File: src/rtl/clkdiv_mc_if.sv
// Signal bundle for the multi-channel fractional clock divider.
// The master side drives configuration and enables; the slave side is the divider itself.
interface clkdiv_mc_if #(
  parameter int MSB = 7,
  parameter int CH  = 4
);
  localparam int CW = (CH > 1) ? $clog2(CH) : 1;
  localparam int AW = MSB + 2;

  logic              scan_mode_i;
  logic              setb_i;
  logic [CH-1:0]     ini_i;
  logic [CH-1:0]     en_i;
  logic              cfg_we_i;
  logic [CW-1:0]     cfg_sel_i;
  logic [MSB:0]      cfg_dvsr_i;
  logic [MSB:0]      cfg_dven_i;
  logic [MSB:0]      cfg_dthr_i;
  logic [MSB:0]      cfg_phase_i;
  logic              vld_o;
  logic [CH-1:0]     lck_o;
  logic [CH-1:0]     tick_o;
  logic [CH-1:0]     cfg_pend_o;
  logic [CH*AW-1:0]  cnt_o;

  modport master (
    output scan_mode_i, setb_i, ini_i, en_i, cfg_we_i, cfg_sel_i,
           cfg_dvsr_i, cfg_dven_i, cfg_dthr_i, cfg_phase_i,
    input  vld_o, lck_o, tick_o, cfg_pend_o, cnt_o
  );

  modport slave (
    input  scan_mode_i, setb_i, ini_i, en_i, cfg_we_i, cfg_sel_i,
           cfg_dvsr_i, cfg_dven_i, cfg_dthr_i, cfg_phase_i,
    output vld_o, lck_o, tick_o, cfg_pend_o, cnt_o
  );
endinterface

File: src/rtl/clkdiv_mc.sv
// Multi-channel accumulator-based clock divider with double-buffered configuration.
// Each channel adds dvsr per cycle and wraps at dven, giving an average period of dven/dvsr.
module clkdiv_mc #(
  parameter int MSB = 7,
  parameter int CH  = 4
) (
  input  logic        clk,
  input  logic        rst,
  clkdiv_mc_if.slave  bus
);
  localparam int AW = MSB + 2;

  typedef logic [MSB:0]  fld_t;
  typedef logic [AW-1:0] acc_t;

  logic [1:0]       sync_q;
  logic             vld;
  logic [CH-1:0]    lck_w;
  logic [CH-1:0]    tick_w;
  logic [CH-1:0]    pend_w;
  logic [CH*AW-1:0] cnt_w;

  always_ff @(posedge clk or posedge rst) begin
    if (rst) begin
      sync_q <= '0;
    end else begin
      sync_q <= {sync_q[0], bus.setb_i};
    end
  end

  assign vld = bus.scan_mode_i ? ~rst : (sync_q[0] & sync_q[1]);

  for (genvar i = 0; i < CH; i++) begin : g_ch
    fld_t dvsr_q, dven_q, dthr_q, phase_q;
    fld_t sdvsr_q, sdven_q, sdthr_q, sphase_q;
    acc_t cnt_q, cnt_d;
    logic lck0_q, lck0_d;
    logic tick_q, tick_d;
    logic pend_q, pend_d;
    logic run, wrap, apply, hit;

    assign hit   = bus.cfg_we_i && (int'(bus.cfg_sel_i) == i);
    assign run   = vld && bus.en_i[i] && (dven_q > dvsr_q);
    assign wrap  = run && (cnt_q >= acc_t'(dven_q));
    // A wrap or an idle cycle is the only safe point to swap in a new set.
    assign apply = pend_q && (wrap || !run);

    always_comb begin
      cnt_d  = acc_t'(phase_q);
      lck0_d = bus.ini_i[i];
      tick_d = 1'b0;
      if (wrap) begin
        cnt_d  = cnt_q - acc_t'(dven_q) + acc_t'(dvsr_q);
        tick_d = 1'b1;
      end else if (run) begin
        cnt_d  = cnt_q + acc_t'(dvsr_q);
        lck0_d = (cnt_q >= acc_t'(dthr_q)) ? ~bus.ini_i[i] : lck0_q;
      end
      pend_d = hit | (pend_q & ~apply);
    end

    always_ff @(posedge clk or posedge rst) begin
      if (rst) begin
        cnt_q    <= '0;
        lck0_q   <= 1'b0;
        tick_q   <= 1'b0;
        pend_q   <= 1'b0;
        dvsr_q   <= '0;
        dven_q   <= '0;
        dthr_q   <= '0;
        phase_q  <= '0;
        sdvsr_q  <= '0;
        sdven_q  <= '0;
        sdthr_q  <= '0;
        sphase_q <= '0;
      end else begin
        cnt_q  <= cnt_d;
        lck0_q <= lck0_d;
        tick_q <= tick_d;
        pend_q <= pend_d;
        // Apply reads the old shadow, so a colliding write stays pending.
        if (apply) begin
          dvsr_q  <= sdvsr_q;
          dven_q  <= sdven_q;
          dthr_q  <= sdthr_q;
          phase_q <= sphase_q;
        end
        if (hit) begin
          sdvsr_q  <= bus.cfg_dvsr_i;
          sdven_q  <= bus.cfg_dven_i;
          sdthr_q  <= bus.cfg_dthr_i;
          sphase_q <= bus.cfg_phase_i;
        end
      end
    end

    assign lck_w[i]           = bus.scan_mode_i ? clk : lck0_q;
    assign tick_w[i]          = tick_q;
    assign pend_w[i]          = pend_q;
    assign cnt_w[i*AW +: AW]  = cnt_q;
  end

  assign bus.vld_o      = vld;
  assign bus.lck_o      = lck_w;
  assign bus.tick_o     = tick_w;
  assign bus.cfg_pend_o = pend_w;
  assign bus.cnt_o      = cnt_w;
endmodule

File: src/flat_wrapper.sv
// flat-port wrapper written by rule: the top's interface ports become plain ports
module clkdiv_mc_flat 
#(
  parameter int MSB = 7,
  parameter int CH  = 4
)
  (clk, rst, bus_scan_mode_i, bus_setb_i, bus_ini_i, bus_en_i, bus_cfg_we_i, bus_cfg_sel_i, bus_cfg_dvsr_i, bus_cfg_dven_i, bus_cfg_dthr_i, bus_cfg_phase_i, bus_vld_o, bus_lck_o, bus_tick_o, bus_cfg_pend_o, bus_cnt_o);
  clkdiv_mc_if #(.MSB(MSB), .CH(CH)) bus_i ();
  input  logic clk;
  input  logic rst;
  input wire logic [$bits(bus_i.scan_mode_i)-1:0] bus_scan_mode_i;
  input wire logic [$bits(bus_i.setb_i)-1:0] bus_setb_i;
  input wire logic [$bits(bus_i.ini_i)-1:0] bus_ini_i;
  input wire logic [$bits(bus_i.en_i)-1:0] bus_en_i;
  input wire logic [$bits(bus_i.cfg_we_i)-1:0] bus_cfg_we_i;
  input wire logic [$bits(bus_i.cfg_sel_i)-1:0] bus_cfg_sel_i;
  input wire logic [$bits(bus_i.cfg_dvsr_i)-1:0] bus_cfg_dvsr_i;
  input wire logic [$bits(bus_i.cfg_dven_i)-1:0] bus_cfg_dven_i;
  input wire logic [$bits(bus_i.cfg_dthr_i)-1:0] bus_cfg_dthr_i;
  input wire logic [$bits(bus_i.cfg_phase_i)-1:0] bus_cfg_phase_i;
  output wire logic [$bits(bus_i.vld_o)-1:0] bus_vld_o;
  output wire logic [$bits(bus_i.lck_o)-1:0] bus_lck_o;
  output wire logic [$bits(bus_i.tick_o)-1:0] bus_tick_o;
  output wire logic [$bits(bus_i.cfg_pend_o)-1:0] bus_cfg_pend_o;
  output wire logic [$bits(bus_i.cnt_o)-1:0] bus_cnt_o;
  assign bus_i.scan_mode_i = bus_scan_mode_i;
  assign bus_i.setb_i = bus_setb_i;
  assign bus_i.ini_i = bus_ini_i;
  assign bus_i.en_i = bus_en_i;
  assign bus_i.cfg_we_i = bus_cfg_we_i;
  assign bus_i.cfg_sel_i = bus_cfg_sel_i;
  assign bus_i.cfg_dvsr_i = bus_cfg_dvsr_i;
  assign bus_i.cfg_dven_i = bus_cfg_dven_i;
  assign bus_i.cfg_dthr_i = bus_cfg_dthr_i;
  assign bus_i.cfg_phase_i = bus_cfg_phase_i;
  assign bus_vld_o = bus_i.vld_o;
  assign bus_lck_o = bus_i.lck_o;
  assign bus_tick_o = bus_i.tick_o;
  assign bus_cfg_pend_o = bus_i.cfg_pend_o;
  assign bus_cnt_o = bus_i.cnt_o;
  clkdiv_mc #(.MSB(MSB), .CH(CH)) u_core (.clk(clk), .rst(rst), .bus(bus_i));
endmodule
File: config.mk
export PLATFORM = sky130hd
export DESIGN_NAME = clkdiv_mc_flat
export DESIGN_NICKNAME = d
export VERILOG_FILES = /design/src/rtl/clkdiv_mc_if.sv /design/src/rtl/clkdiv_mc.sv /design/src/flat_wrapper.sv
export SDC_FILE = /design/constraint.sdc
export NUM_CORES = 1
export LEC_CHECK = 0
export CELL_PAD_IN_SITES_DETAIL_PLACEMENT = 0
export CELL_PAD_IN_SITES_GLOBAL_PLACEMENT = 1
export CORE_MARGIN = 10
export CORE_UTILIZATION = 30
export CTS_BUF_LIST = sky130_fd_sc_hd__clkbuf_2 sky130_fd_sc_hd__clkbuf_4 sky130_fd_sc_hd__clkbuf_8
export CTS_CLUSTER_DIAMETER = 50
export DETAILED_ROUTE_END_ITERATION = 6
export GPL_TIMING_DRIVEN = 0
export MAX_ROUTING_LAYER = met4
export PLACE_DENSITY = 0.63
export SYNTH_ARGS = -nofsm -noshare
export SYNTH_HDL_FRONTEND = slang
export SYNTH_SLANG_ARGS = --single-unit
File: constraint.sdc
create_clock -name clk -period 17.4 [get_ports clk]
set_clock_uncertainty 0.05 [all_clocks]
set_input_delay 1.74 -clock clk [delete_from_list [all_inputs] [get_ports clk]]
set_output_delay 1.74 -clock clk [all_outputs]
set_load 0.005 [all_outputs]
==> implementation parameters <==
Parameter                              Value

STA
  Finish-stage setup viols ... 0
  Final hold violations ... 0
  Total count of max-transition violations in the final report ... 0
  Slew @ Worst Pin ... 1.07 ns
  Unrepaired setup endpoints after global routing ... no
  Post-Route Setup TNS ... 0 ns
  Remaining max-slew budget at the tightest pin ... 28.2%

Layout
  Ratio of cells with drive above 1 in the final layout ... 22.8%
  Area overhead of the layout relative to synthesis ... 19.1%
  Post-layout utilization of the core ... 36.0%
  Final-stage net count ... 1907

Global routing
  First-pass GRT wire length ... 72700 um
  Total global routing track utilization ... 14.5%
  Overflow left after global routing ... 0
  Number of global-route vias before repair ... 12400
  Pin count of the biggest net entering global routing ... 126
  Initial antenna violation count ... 4

Routing
  Drt via density ... 4.68
  Aggregate routed wire length ... 46400 um
  Vias ... 11500
  Per-cell routed wire length ... 18.8 um
  Initial DRC Count ... 489
  DRC viols ... 0
  Drt pass-1 iters ... 4
  Remaining antenna violation count after routing ... 0

Clock tree
  CTS Hold Buffers Added ... 0
  Clk Latency, worst-skew pair ... 0.71 ns
  Clock tree from TritonCTS ... built
  Postcts setup bufs ... 0
  Clock-pin slew of the registers on the worst-case setup and hold paths ... 0.06 ns
  Number of gates resized after cts ... 0

Synthesis
  Simple-Gate Fraction of Synth Area ... 5.05%
  Part of the Yosys area used for sequential elements ... 43.9%
  Cell types with the largest area share after synthesis ... sky130_fd_sc_hd__dfrtp_1, sky130_fd_sc_hd__mux2_2, sky130_fd_sc_hd__ha_1
  Cell taking the most area after synthesis ... sky130_fd_sc_hd__dfrtp_1
  Net Count, Synth ... 1745
  Post-synthesis compound-gate area fraction ... 8.33%
  Commonest cells post-synth ... sky130_fd_sc_hd__dfrtp_1, sky130_fd_sc_hd__mux2_2, sky130_fd_sc_hd__inv_1
  Post-synthesis average cell area ... 11.6 sq um
  Number of warnings printed during yosys synthesis ... 0
  Mapped Cells ... 1498
  Number of synthesized flops with an enable pin ... 0
  Flip-flop and latch count after synthesis ... 306
  Ys flop type ... sky130_fd_sc_hd__dfrtp_1
  Cell with the most instances after synthesis ... sky130_fd_sc_hd__dfrtp_1
  Post-Synth Adder-Cell Area ... 15.9%
  Async SR Flop Fraction ... 100%
  Area share of xor/xnor cells in the synthesized design ... 2.66%
  Synth unique cells ... 58
  Top-area cell type share of the netlist area ... 43.9%
  Area of the mapped netlist ... 17400 sq um
  Share of synthesized area spent on multiplexers ... 18.2%
  Main combinational cell family by area after synthesis ... multiplexers

Setup path
  Largest driver fanout on the critical path ... 2
  Class of the most critical setup path ... clock port to output pin
  Crit path top cell by count ... sky130_fd_sc_hd__clkbuf_8
  Data required time of the critical path ... 15.61 ns
  Start point of the critical path ... clk
  Cell-by-cell trace of the critical path ... clkbuf_8 -> clkbuf_8 -> clkbuf_8 -> clkbuf_8 -> clkbuf_8 -> clkbuf_8 -> clkbuf_8 -> clkbuf_8 -> nand2_1 -> clkbuf_8 -> clkbuf_8 -> o21ai_0 -> clkdlybuf4s50_1
  Kind of start point of the critical path ... clock port
  Largest stage delay, worst path ... 0.47 ns
  Type of destination of the critical path ... output pin
  Crit path arrival time ... 10.54 ns
  R2r startpoint ... u_core.g_ch[1].cnt_q[1]$_DFF_PP0_
  Highest-delay cell along the critical path ... sky130_fd_sc_hd__clkdlybuf4s50_1

Placed design
  Placed wire-length estimate after detailed placement ... 34800 um
  Routability congestion estimate ... 0.811
  Port bufs ... 95

Floorplanning
  Die height ... 261 um
  Starting utilization of the core area ... 30.3%
  Die Span X ... 261 um
  Site row count ... 88
  Floorplan Core Area ... 57600 sq um
  Die footprint ... 68100 sq um
  Number of ports placed on the die boundary ... 96

Hold path
  Beginning of the worst hold path ... u_core.sync_q[0]$_DFF_PP0_
  Path type of the worst min-delay path ... flop to flop

Outcome
  Status ... finished, final reports clean

Run
  Reported max-cap violation count ... 0
-- layout make-up --
cell class	instances	area, sq um
antenna	2	5.00
buffer	44	243
clock buffer	97	1210
clock inverter	8	174
fill	5674	36800
inverter	208	788
multi-input combinational	940	8740
sequential	306	7660
tap	765	957
timing repair buffer	93	966
-- per-stage QoR --
stage / hold slack, ns / area (sq um) / std cells / setup WS (ns)
floorplan: 0.304 / 17400 / 1498 / 6.74
global placement: 0.314 / 19300 / 2358 / 3.32
detailed placement: 0.319 / 19400 / 2360 / 6.32
CTS: 0.333 / 20700 / 2461 / 5.00
global route: 0.353 / 20700 / 2461 / 4.96
finish: 0.330 / 20700 / 2463 / 5.07
-- critical path: cells and delay by family --
kind | cells | cell delay [ns]
buffers and inverters | 11 | 1.71
AND/OR/NAND/NOR | 1 | 0.06
AO/OA/AOI/OAI | 1 | 0.07
-- path summary, 6_finish.rpt --
| path | endpoint | slack [ns] | cells past startpoint |
|---|---|---|---|
| max in group asynchronous | u_core.g_ch[0].sphase_q[2]$_DFFE_PP0P_ | 14.26 | 4 |
| worst min register to register | u_core.sync_q[1]$_DFF_PP0_ | 0.33 | 0 |
| worst max register to register | u_core.g_ch[1].cnt_q[8]$_DFF_PP0_ | 14.19 | 10 |
| worst min-delay path | u_core.sync_q[1]$_DFF_PP0_ | 0.33 | 0 |
| min in group asynchronous | u_core.g_ch[3].sdthr_q[5]$_DFFE_PP0P_ | 1.57 | 2 |
| worst max-delay path | bus_lck_o[2] | 5.07 | 13 |
-- routing by layer --
| metal | up-vias | GRT usage (%) | share of wire, % |
|---|---|---|---|
| met3 | 61 | 2.54 | 4.2 |
| met1 | 5748 | 18.3 | 46 |
| met2 | 180 | 23.3 | 48 |
| met4 | 0 | 4.58 | 1.9 |
| li1 | 5532 | - | - |
| met5 | - | - | 0 |
-- cells in the final DEF (no fill, tap or decap), drive strengths merged, types with 7 or more instances in the layout --
cell / synthesis / final
a211oi: 20 / 20
buf: 25 / 27
clkdlybuf4s50: 0 / 95
xnor2: 30 / 30
mux2: 256 / 256
nor2b: 12 / 12
nand4: 7 / 7
o21ai: 71 / 71
a21o: 18 / 18
inv: 208 / 209
nor2: 29 / 29
xor2: 23 / 23
mux2i: 28 / 28
o211ai: 15 / 15
fa: 36 / 36
nand2b: 7 / 7
a21oi: 46 / 46
nand3: 27 / 27
nor3: 19 / 19
and3: 7 / 7
clkbuf: 19 / 112
nand2: 54 / 54
ha: 164 / 164
o21bai: 10 / 10
dfrtp: 306 / 306
-- state kept, by name (all words and copies together) (netlist names), 32 cells and up --
signal                count
u_core.g_ch.sphase_q     32
u_core.g_ch.dvsr_q       32
u_core.g_ch.sdven_q      32
u_core.g_ch.phase_q      32
u_core.g_ch.sdvsr_q      32
u_core.g_ch.dven_q       32
u_core.g_ch.sdthr_q      32
u_core.g_ch.dthr_q       32
u_core.g_ch.cnt_q        36
-- cells by family after synthesis --
family	after synthesis
DFF	306
and+or+nand+nor	180
AOI/OAI and AO/OA	223
muxes	284
adders and majority gates	200
xor gates and xnor gates	53
buffers and inverters	252
Power is not shown: default switching activity piles up to over one toggle a cycle in this logic, so the estimate is an artifact.
